<file path="config.mk">
export PLATFORM = sky130hd
export DESIGN_NAME = fp32_mul_post
export DESIGN_NICKNAME = d
export VERILOG_FILES = /design/src/rtl/fp32_mul_post.sv
export SDC_FILE = /design/constraint.sdc
export NUM_CORES = 1
export LEC_CHECK = 0
export BUFFER_PORTS_ARGS = -buffer_cell sky130_fd_sc_hd__buf_2
export CAP_MARGIN = 20
export CORE_MARGIN = 2
export CORE_UTILIZATION = 54
export DETAILED_ROUTE_END_ITERATION = 7
export PLACE_DENSITY_LB_ADDON = 0.25
export SLEW_MARGIN = 10
export SYNTH_ARGS = -nofsm -noshare
export SYNTH_HDL_FRONTEND = slang
export SYNTH_SLANG_ARGS = --single-unit
</file>
<file path="constraint.sdc">
create_clock -name clk -period 5.6 [get_ports clk]
set_clock_uncertainty 0.05 [all_clocks]
set_input_delay 0.28 -clock clk [delete_from_list [all_inputs] [get_ports clk]]
set_output_delay 0.28 -clock clk [all_outputs]
set_load 0.02 [all_outputs]
</file>
<file path="src/rtl/fp32_mul_post.sv">
// fp32_mul_post: FP32 multiplier wrapper around an external 24x24 pipelined
// mantissa multiplier. It unpacks the operands, carries sign, exponent and
// class flags alongside the multiplier, then normalizes, rounds (RNE) and
// packs the result. Every register advances only on en.
module fp32_mul_post #(
    parameter int MULT_LAT = 5,
    parameter int EXP_BIAS = 127
) (
    input  logic        clk,
    input  logic        rst,
    input  logic        en,
    input  logic        in_valid,
    input  logic [31:0] a,
    input  logic [31:0] b,
    output logic [23:0] man_a,
    output logic [23:0] man_b,
    input  logic [47:0] prod,
    output logic        out_valid,
    output logic [31:0] result,
    output logic        overflow,
    output logic        underflow,
    output logic        invalid
);

    // Side-band data that travels next to the mantissa multiplier.
    typedef struct packed {
        logic       vld;
        logic       sgn;
        logic [9:0] exp_sum;   // two's complement, biased exponent of the product
        logic       nan;
        logic       inf;
        logic       zero;
    } side_t;

    localparam logic [9:0] BIAS = 10'(EXP_BIAS);

    logic [7:0]  ea, eb;
    logic [22:0] fa, fb;
    logic        zero_a, zero_b, inf_a, inf_b, nan_a, nan_b;
    logic        cls_nan, cls_inf, cls_zero;
    side_t       side_d;
    side_t       side_q [MULT_LAT];

    assign ea    = a[30:23];
    assign eb    = b[30:23];
    assign fa    = a[22:0];
    assign fb    = b[22:0];
    // Hidden bit is set for any nonzero exponent; denormals become class zero
    // below, so their mantissa product is never used.
    assign man_a = {|ea, fa};
    assign man_b = {|eb, fb};

    // Classify operands and build the side-band entry for this cycle.
    always_comb begin
        zero_a   = (ea == 8'h00);
        zero_b   = (eb == 8'h00);
        inf_a    = (ea == 8'hFF) && (fa == 23'd0);
        inf_b    = (eb == 8'hFF) && (fb == 23'd0);
        nan_a    = (ea == 8'hFF) && (fa != 23'd0);
        nan_b    = (eb == 8'hFF) && (fb != 23'd0);
        cls_nan  = nan_a | nan_b | (inf_a & zero_b) | (inf_b & zero_a);
        cls_inf  = (inf_a | inf_b) & ~cls_nan;
        cls_zero = (zero_a | zero_b) & ~cls_nan & ~cls_inf;
        side_d.vld     = in_valid;
        side_d.sgn     = a[31] ^ b[31];
        side_d.exp_sum = {2'b00, ea} + {2'b00, eb} - BIAS;
        side_d.nan     = cls_nan;
        side_d.inf     = cls_inf;
        side_d.zero    = cls_zero;
    end

    // Side delay line; the last entry lines up with prod.
    always_ff @(posedge clk or posedge rst) begin
        if (rst) begin
            for (int i = 0; i < MULT_LAT; i++) side_q[i] <= '0;
        end else if (en) begin
            side_q[0] <= side_d;
            for (int i = 1; i < MULT_LAT; i++) side_q[i] <= side_q[i-1];
        end
    end

    // ---------------- N1: normalize ----------------
    side_t       s_al;
    logic [23:0] nrm_mant;
    logic        nrm_g, nrm_s;
    logic [9:0]  nrm_exp;

    assign s_al = side_q[MULT_LAT-1];

    // Product of two [1,2) mantissas lies in [1,4); shift by one if bit 47 is set.
    always_comb begin
        if (prod[47]) begin
            nrm_mant = prod[47:24];
            nrm_g    = prod[23];
            nrm_s    = |prod[22:0];
            nrm_exp  = s_al.exp_sum + 10'd1;
        end else begin
            nrm_mant = prod[46:23];
            nrm_g    = prod[22];
            nrm_s    = |prod[21:0];
            nrm_exp  = s_al.exp_sum;
        end
    end

    logic        n1_vld, n1_sgn, n1_nan, n1_inf, n1_zero, n1_g, n1_s;
    logic [23:0] n1_mant;
    logic [9:0]  n1_exp;

    // N1 register stage.
    always_ff @(posedge clk or posedge rst) begin
        if (rst) begin
            n1_vld  <= 1'b0;
            n1_sgn  <= 1'b0;
            n1_nan  <= 1'b0;
            n1_inf  <= 1'b0;
            n1_zero <= 1'b0;
            n1_g    <= 1'b0;
            n1_s    <= 1'b0;
            n1_mant <= '0;
            n1_exp  <= '0;
        end else if (en) begin
            n1_vld  <= s_al.vld;
            n1_sgn  <= s_al.sgn;
            n1_nan  <= s_al.nan;
            n1_inf  <= s_al.inf;
            n1_zero <= s_al.zero;
            n1_g    <= nrm_g;
            n1_s    <= nrm_s;
            n1_mant <= nrm_mant;
            n1_exp  <= nrm_exp;
        end
    end

    // ---------------- N2: round and pack ----------------
    logic        rnd_up, rnd_cy;
    logic [23:0] rnd_mant;
    logic [9:0]  rnd_exp;
    logic [31:0] pk_res;
    logic        pk_ovf, pk_unf, pk_inv;

    // RNE rounding, carry-out renormalization and special-case priority.
    always_comb begin
        rnd_up             = n1_g & (n1_s | n1_mant[0]);
        {rnd_cy, rnd_mant} = {1'b0, n1_mant} + {24'd0, rnd_up};
        rnd_exp            = n1_exp;
        if (rnd_cy) begin
            rnd_mant = 24'h800000;
            rnd_exp  = n1_exp + 10'd1;
        end
        pk_ovf = 1'b0;
        pk_unf = 1'b0;
        pk_inv = 1'b0;
        if (n1_nan) begin
            pk_res = 32'h7FC00000;
            pk_inv = 1'b1;
        end else if (n1_inf) begin
            pk_res = {n1_sgn, 8'hFF, 23'd0};
        end else if (n1_zero) begin
            pk_res = {n1_sgn, 31'd0};
        end else if ($signed(rnd_exp) >= 10'sd255) begin
            pk_res = {n1_sgn, 8'hFF, 23'd0};
            pk_ovf = 1'b1;
        end else if ($signed(rnd_exp) <= 10'sd0) begin
            pk_res = {n1_sgn, 31'd0};
            pk_unf = 1'b1;
        end else begin
            pk_res = {n1_sgn, rnd_exp[7:0], rnd_mant[22:0]};
        end
    end

    // Output register stage.
    always_ff @(posedge clk or posedge rst) begin
        if (rst) begin
            out_valid <= 1'b0;
            result    <= '0;
            overflow  <= 1'b0;
            underflow <= 1'b0;
            invalid   <= 1'b0;
        end else if (en) begin
            out_valid <= n1_vld;
            result    <= pk_res;
            overflow  <= pk_ovf;
            underflow <= pk_unf;
            invalid   <= pk_inv;
        end
    end

endmodule

</file>
==> metrics.cfg, run 1 <==
[outcome]
run_status=completed

[global_route]
gr-total-overflow=0
number_of_global_route_vias_before_repair=5970
grt_max_degree=119
grt_first_pass_wirelength_microns=29300
grt_antenna_before_repair=0
grt.total_usage_pct=22.8

[worst_hold_path]
holdPathStages=2
hold_path.class=input pin to flip-flop
min_from=in_valid
holdPathEnd=side_q[74]

[logic_synthesis]
dominant_combinational_cell_family_by_area_after_synthesis=multiplexers
syn-mean-instance-area_sq_um=10.5
synth-simple-area-share_pct=12.9
yosys.area_share.xor_xnor_pct=5.03
synth_compound_area_share_pct=10.6
sequential_cell_area_fraction_in_the_yosys_report_pct=46.5
synth-edff-count=0
synth.lib_cells_used.distinct=57
synth.area.mux_share_pct=13.2
ys.warnings.count=0
postSynthCellCount=777
netlist_area_sq_um=8180
synthesized_area_fraction_occupied_by_adder_cells_pct=3.15
synth.net_count=913
synth.ff_latch_count=152
share_of_synthesized_flip_flops_with_an_asynchronous_set_or_reset_pct=100
synthFlopType=dfrtp_1

[clock_network]
insertion_delay_ns=0.42
cts.repair.resized=0
post_cts_buffers=0
cts_tree=built
clock_path_buffers=2
cts_max_level=4
numClockSinks=152
clockRootBuffer=clkbuf_16
cts_hold_buffers=1
cts_made_buffers=17
worst_setup_hold_path_clk_slew_ns=0.06

[place]
post-dp-hpwl_microns=13100
post-place-cells=1079
place_area_sq_um=8930
gp_congestion=0.959
port_buffers=199

[timing]
post-route-min-period_ns=3.58
finalSetupViolations=0
fin_crit_sh_pct=63.9
worst_pin_slew_ns=0.968
slew_violations=0
finalHoldViolCount=0
timing.slew.headroom_pct=35.4
setup_repair_after_global_routing_missed_its_margin=false
finalSetupTns_ns=0
achievable_frequency_ghz=0.280

[routing]
drt_pass1_iterations=6
detail_route.drc_violations=0
viasPerCell=5.58
dr.first_iter.drc_count=366
route.vias.total=6197
wirelength_microns=17900
final_ant_viol_nets=0
post_drt_wl_per_cell_microns=16.1

[critical_path]
critPathLaunch=n1_mant[0]
setup.worst_path.start_class=flip-flop
timing.reg2reg.worst_path_depth=10
critical_path_arrival_ns=3.79
regToRegStartpoint=n1_mant[0]
worst_setup_path_end_kind=flip-flop
r2r_slack_ns=2.02
timing.critical_path.fanout_max=21
critical_path_class=flip-flop to flip-flop
crit_required_ns=5.81
worst_r2r_endpoint=result[7]

[layout]
multi_input_comb_area_sq_um=3670
design_area_sq_um=9530
layout.area.seq_sq_um=3800
mostFrequentLayoutCell=buf_2
final_layout_size_suffix_gt1_share_pct=35.7
fin_nets=1051
final-instance-count-excl-fill=1111
fillCellCount=1208
diodes=0
final_cell_mix=buf_2 (198), dfrtp_1 (152), mux2_2 (73), nor2_1 (63), inv_1 (51)
area_delta_synth_final_pct=16.6

[die]
die_area_sq_um=16100
fp.coreArea_sq_um=14600
boundaryPins=200
die_h_microns=127
initial_core_util_pct=55.8
die_width_microns=127
floorplan.rows=44

[run]
max_capacitance_violation_count=0

[power_and_ir_drop]
totalPowerFinal_mw=3.65
leakagePower_nw=4.38
max-vdd-ir-drop_mv=0.248
power_per_cell_area_nw_per_um2=383

-- cell families after synthesis --
| family | after synthesis |
|---|---|
| compound gates | 119 |
| mux | 99 |
| simple gates | 204 |
| buf+inv | 136 |
| fa+ha+maj | 20 |
| xor+xnor | 47 |
| flops | 152 |
-- synthesized netlist by cell type, drive strengths merged, types with 3 or more instances --
cell / instances / share of area [%]
mux2: 73 / 10
a31oi: 4 / 0.31
inv: 52 / 2.4
or4: 8 / 0.78
o22ai: 27 / 3.6
mux2i: 26 / 3.2
ha: 19 / 2.9
o21bai: 3 / 0.28
nand2b: 4 / 0.31
o21a: 3 / 0.28
a221o: 3 / 0.37
nor4: 21 / 1.6
xnor2: 25 / 2.7
nor2b: 3 / 0.23
nand4: 21 / 1.8
o21ai: 10 / 0.61
a21oi: 47 / 2.9
nand3: 19 / 1.2
clkbuf: 24 / 1.1
and3: 6 / 0.46
buf: 60 / 5.1
dfrtp: 152 / 47
nor2: 63 / 2.9
nor3: 12 / 0.73
nand2: 33 / 1.5
a21o: 3 / 0.28
and4: 3 / 0.32
xor2: 22 / 2.4
-- worst max-delay path, cell delays in order (launching register included) --
cell,delay (ns)
dfrtp_1,0.38
o21a_1,0.16
ha_1,0.22
ha_1,0.21
nand3_1,0.24
nor4_1,0.74
buf_4,0.28
nand4_1,0.11
a31oi_1,0.42
or3_4,0.45
o22ai_2,0.14
-- registers in the layout, summed over array words and instances, names as in the netlist, 10 cells and up --
register and cells:
s_al 15, side_q 60, n1_exp 10, n1_mant 24, result 32
-- where the power goes --
part / internal, mW / total, mW / switching (mW) / leakage, nW
combinational: 0.419 / 0.909 / 0.490 / 2.27
clock: 0.722 / 1.14 / 0.422 / 0.281
sequential: 1.36 / 1.60 / 0.232 / 1.83
-- worst max path at each step --
stage                  to  slack [ns]  depth (start not counted)
6_report        result[7]        2.02                         10
5_1_grt         result[7]        1.72                         10
4_1_cts         result[7]        1.99                         10
3_5_place_dp    result[7]        2.01                         10
3_3_place_gp   result[21]        2.22                         10
2_1_floorplan     invalid        1.18                          1
-- per-layer routing --
layer,part of all wire [%],vias to the layer above,track usage (%)
met1,41,2971,28.1
met4,3.9,0,11.4
met2,49,204,38.2
met3,6.0,39,4.69
met5,0,-,0
li1,-,2983,-
-- area by class of cell --
type / instances / area share (%)
Clock inverter: 7 / 1.25
Sequential cell: 152 / 39.9
Timing Repair Buffer: 203 / 10.9
Clock buffer: 24 / 4.95
Inverter: 52 / 2.10
Tap cell: 184 / 2.42
Multi-Input combinational cell: 489 / 38.5
-- per-stage QoR --
stage	hold WS (ns)	util (%)	setup slack, ns
after floorplan	0.382	-	1.18
after global placement	0.411	61.0	2.22
after detailed placement	0.415	61.0	2.01
after CTS	0.0321	65.1	1.99
after global routing	0.0439	65.1	1.72
final	0.0463	65.1	2.02
(Power assumes the default switching activity.)
==> run 2: changes to the inputs <==
ABC_AREA = 1   (was default)
CORE_UTILIZATION = 49   (was 54)
clock period = 2.9 ns   (was 5.6 ns; I/O delays follow)
==> run 2 against run 1 <==
  * Fmax is 34% higher
  * Critical endpoint is now result[23]
  * Via count rose by 16%
  * Synthesized cell count up 28%
  * Critical path type unchanged
  * Core utilization is 2.6 points lower
  * Setup slack got worse by 1.8 ns
  * Register-to-register slack worse by 1.8 ns
  * Combinational power grew 50%
  * Die area is 8.6% higher
==> metrics.cfg, run 2 <==
[outcome]
run_status=completed  ; unchanged

[logic_synthesis]
sequential_cell_area_fraction_in_the_yosys_report_pct=47.1  ; was 46.5%
postSynthCellCount=996  ; was 777
synth.ff_latch_count=152  ; unchanged
synthFlopType=dfrtp_1  ; unchanged
share_of_synthesized_flip_flops_with_an_asynchronous_set_or_reset_pct=100  ; unchanged
ys.warnings.count=0  ; unchanged
synthTopCellsByArea=dfrtp_1 (47%), nand2_1 (12%), o21ai_0 (8.9%), buf_4 (4.4%), inv_1 (4.2%)  ; was dfrtp_1 (47%), mux2_2 (10%), buf_4 (4.2%), mux2i_1 (3.2%), o22ai_2 (3.1%)
synth.lib_cells_used.distinct=38  ; was 57
synth.most_common_cell=nand2_1  ; was dfrtp_1
netlist_area_sq_um=8080  ; was 8180 sq um
synth_top_area_share_pct=47.1  ; was 46.5%
post_synth_most_frequent_cells=nand2_1 (256), dfrtp_1 (152), o21ai_0 (143), inv_1 (90), nor2_1 (63)  ; was dfrtp_1 (152), mux2_2 (73), nor2_1 (63), inv_1 (52), a21oi_1 (47)
cell_taking_the_most_area_after_synthesis=dfrtp_1  ; unchanged
synth.net_count=1132  ; was 913
syn-mean-instance-area_sq_um=8.11  ; was 10.5 sq um
synth-edff-count=0  ; unchanged

[routing]
drt_pass1_iterations=5  ; was 6
final_ant_viol_nets=0  ; unchanged
wirelength_microns=19200  ; was 17,900 microns
viasPerCell=5.09  ; was 5.58
dr.first_iter.drc_count=436  ; was 366
post_drt_wl_per_cell_microns=13.6  ; was 16.1 microns
detail_route.drc_violations=0  ; unchanged
route.vias.total=7180  ; was 6,197

[timing]
post-route-min-period_ns=2.66  ; was 3.58 ns
finalSetupViolations=0  ; unchanged
finalSetupTns_ns=0  ; unchanged
worst_pin_slew_ns=0.908  ; was 0.968 ns
achievable_frequency_ghz=0.376  ; was 0.280 GHz
setup_repair_after_global_routing_missed_its_margin=false  ; unchanged
finalHoldViolCount=0  ; unchanged
timing.slew.headroom_pct=39.4  ; was 35.4%
fin_crit_sh_pct=91.8  ; was 63.9%
slew_violations=0  ; unchanged

[worst_hold_path]
holdPathStages=4  ; was 2
hold_path.class=input pin to flip-flop  ; unchanged
holdPathEnd=n1_s  ; was side_q[74]
min_from=prod[2]  ; was in_valid

[layout]
final_core_utilization_pct=62.5  ; was 65.1%
area_delta_synth_final_pct=23.8  ; was 16.6%
design_area_sq_um=10000  ; was 9530 sq um
most_flop_heavy_register=side_q  ; unchanged
mostFrequentLayoutCell=nand2_1  ; was buf_2
largest_register_ffs=60  ; unchanged
final_layout_size_suffix_gt1_share_pct=23.5  ; was 35.7%
final_cell_mix=nand2_1 (256), buf_2 (198), dfrtp_1 (152), o21ai_0 (139), inv_1 (89)  ; was buf_2 (198), dfrtp_1 (152), mux2_2 (73), nor2_1 (63), inv_1 (51)
top_regs=side_q: 60 flops, result: 32 flops, n1_mant: 24 flops  ; unchanged
fillCellCount=1439  ; was 1,208
fin_nets=1317  ; was 1,051

[clock_network]
clock_path_buffers=2  ; unchanged
cts_made_buffers=17  ; unchanged
cts_max_level=4  ; unchanged
clockRootBuffer=clkbuf_16  ; unchanged
worst_setup_hold_path_clk_slew_ns=0.06  ; about the same
insertion_delay_ns=0.43  ; was 0.42 ns
numClockSinks=152  ; unchanged
cts_tree=built  ; unchanged

[critical_path]
worst_r2r_endpoint=result[23]  ; was result[7]
r2r_slack_ns=0.24  ; was 2.02 ns
timing.critical_path.fanout_max=13  ; was 21
critical_path_class=flip-flop to flip-flop  ; unchanged
regToRegStartpoint=n1_mant[0]  ; unchanged
timing.reg2reg.worst_path_depth=20  ; was 10
setup.worst_path.start_class=flip-flop  ; unchanged
worst_setup_path_end_kind=flip-flop  ; unchanged
critPathLaunch=n1_mant[0]  ; unchanged
crit_required_ns=3.17  ; was 5.81 ns
critical_path_arrival_ns=2.93  ; was 3.79 ns

[global_route]
grt_antenna_before_repair=1  ; was 0
gr-total-overflow=0  ; unchanged
grt_max_degree=153  ; was 119
number_of_global_route_vias_before_repair=6921  ; was 5,970
grt_first_pass_wirelength_microns=32100  ; was 29,300 microns
grt.total_usage_pct=22.5  ; was 22.8%

[power_and_ir_drop]
power_per_cell_area_nw_per_um2=644  ; was 383 nW/um^2
max-vdd-ir-drop_mv=0.425  ; was 0.248 mV
totalPowerFinal_mw=6.44  ; was 3.65 mW
leakagePower_nw=4.97  ; was 4.38 nW

[run]
max_capacitance_violation_count=0  ; unchanged

[place]
post-dp-hpwl_microns=13200  ; was 13,100 microns
place_area_sq_um=8910  ; was 8930 sq um
gp_congestion=0.915  ; was 0.959
port_buffers=199  ; unchanged

[die]
die_h_microns=132  ; was 127 microns
die_width_microns=132  ; was 127 microns
boundaryPins=200  ; unchanged
floorplan.rows=46  ; was 44
initial_core_util_pct=50.5  ; was 55.8%
die_area_sq_um=17500  ; was 16,100 sq um
fp.coreArea_sq_um=16000  ; was 14,600 sq um

-- run 2: worst max-delay path, cell delays in order (launching register included) --
cell and delay [ns]:
dfrtp_1 0.39, nor2_1 0.10, nor2_1 0.05, ha_1 0.20
ha_1 0.22, nand2_1 0.07, nor2_1 0.04, nand2_2 0.13
inv_4 0.09, nand2_8 0.12, clkinv_1 0.11, nand2_1 0.09
and2_1 0.18, nor2_2 0.05, nand2_1 0.07, nand2_1 0.08
nand2_4 0.15, buf_4 0.17, o21ai_2 0.06, nand2_1 0.06
nand2_1 0.05
-- run 2: repair_timing --
item	4_1_cts	5_1_grt
setup endpoints to repair	0	25
buffers inserted	0	5
hold endpoints to repair	178	0
hold buffers	37	0
resized for setup	0	9
-- run 2: per-layer routing --
metal / vias to the layer above / global-route usage, % / share of wire [%]
met5: - / 0 / 0
met4: 0 / 10.2 / 2.8
met2: 230 / 39.6 / 51
met1: 3340 / 26.7 / 41
li1: 3572 / - / -
met3: 38 / 4.15 / 4.8
-- run 2: how the worst max path moves through the flow --
stage | to | slack (ns) | cells past startpoint
6_report | result[23] | 0.24 | 20
5_1_grt | result[16] | 0.02 | 18
4_1_cts | result[15] | 0.06 | 18
3_5_place_dp | result[15] | 0.07 | 18
3_3_place_gp | result[20] | 0.16 | 18
2_1_floorplan | result[30] | 0.45 | 22
-- run 2: cell families (layout without fill, tap and decap cells) --
kind of cell	after synthesis	count (layout)	share of synthesized area, %
AND/OR/NAND/NOR	424	424	22.9
AO/OA/AOI/OAI	197	197	13.3
buffers and inverters	177	375	10.7
flip-flops	152	152	47.1
XOR/XNOR	26	26	2.82
adder cells (fa/ha/maj)	20	20	3.19
other	0	1	0
-- run 2: area by class of cell --
cell class | instances | area [sq um] | area share, %
clock inverter | 12 | 198 | 1.98
timing repair buffer | 250 | 1490 | 14.9
antenna | 1 | 2.50 | 0.0250
inverter | 93 | 358 | 3.58
clock buffer | 20 | 447 | 4.47
tap | 216 | 270 | 2.70
multi-input combinational | 667 | 3430 | 34.3
sequential | 152 | 3800 | 38.0
-- run 2: report_power, final --
| group | switching (mW) | internal, mW |
|---|---|---|
| Sequential | 0.215 | 2.45 |
| Clock | 0.871 | 1.55 |
| Combinational | 0.843 | 0.517 |
-- run 2: through the flow --
stage	hold WS [ns]	std cells	worst slack [ns]
floorplan	0.212	996	0.448
global placement	0.303	1336	0.160
detailed placement	0.316	1336	0.0715
CTS	0.00102	1405	0.0649
global route	0.0175	1411	0.0189
finish	0.00785	1411	0.239
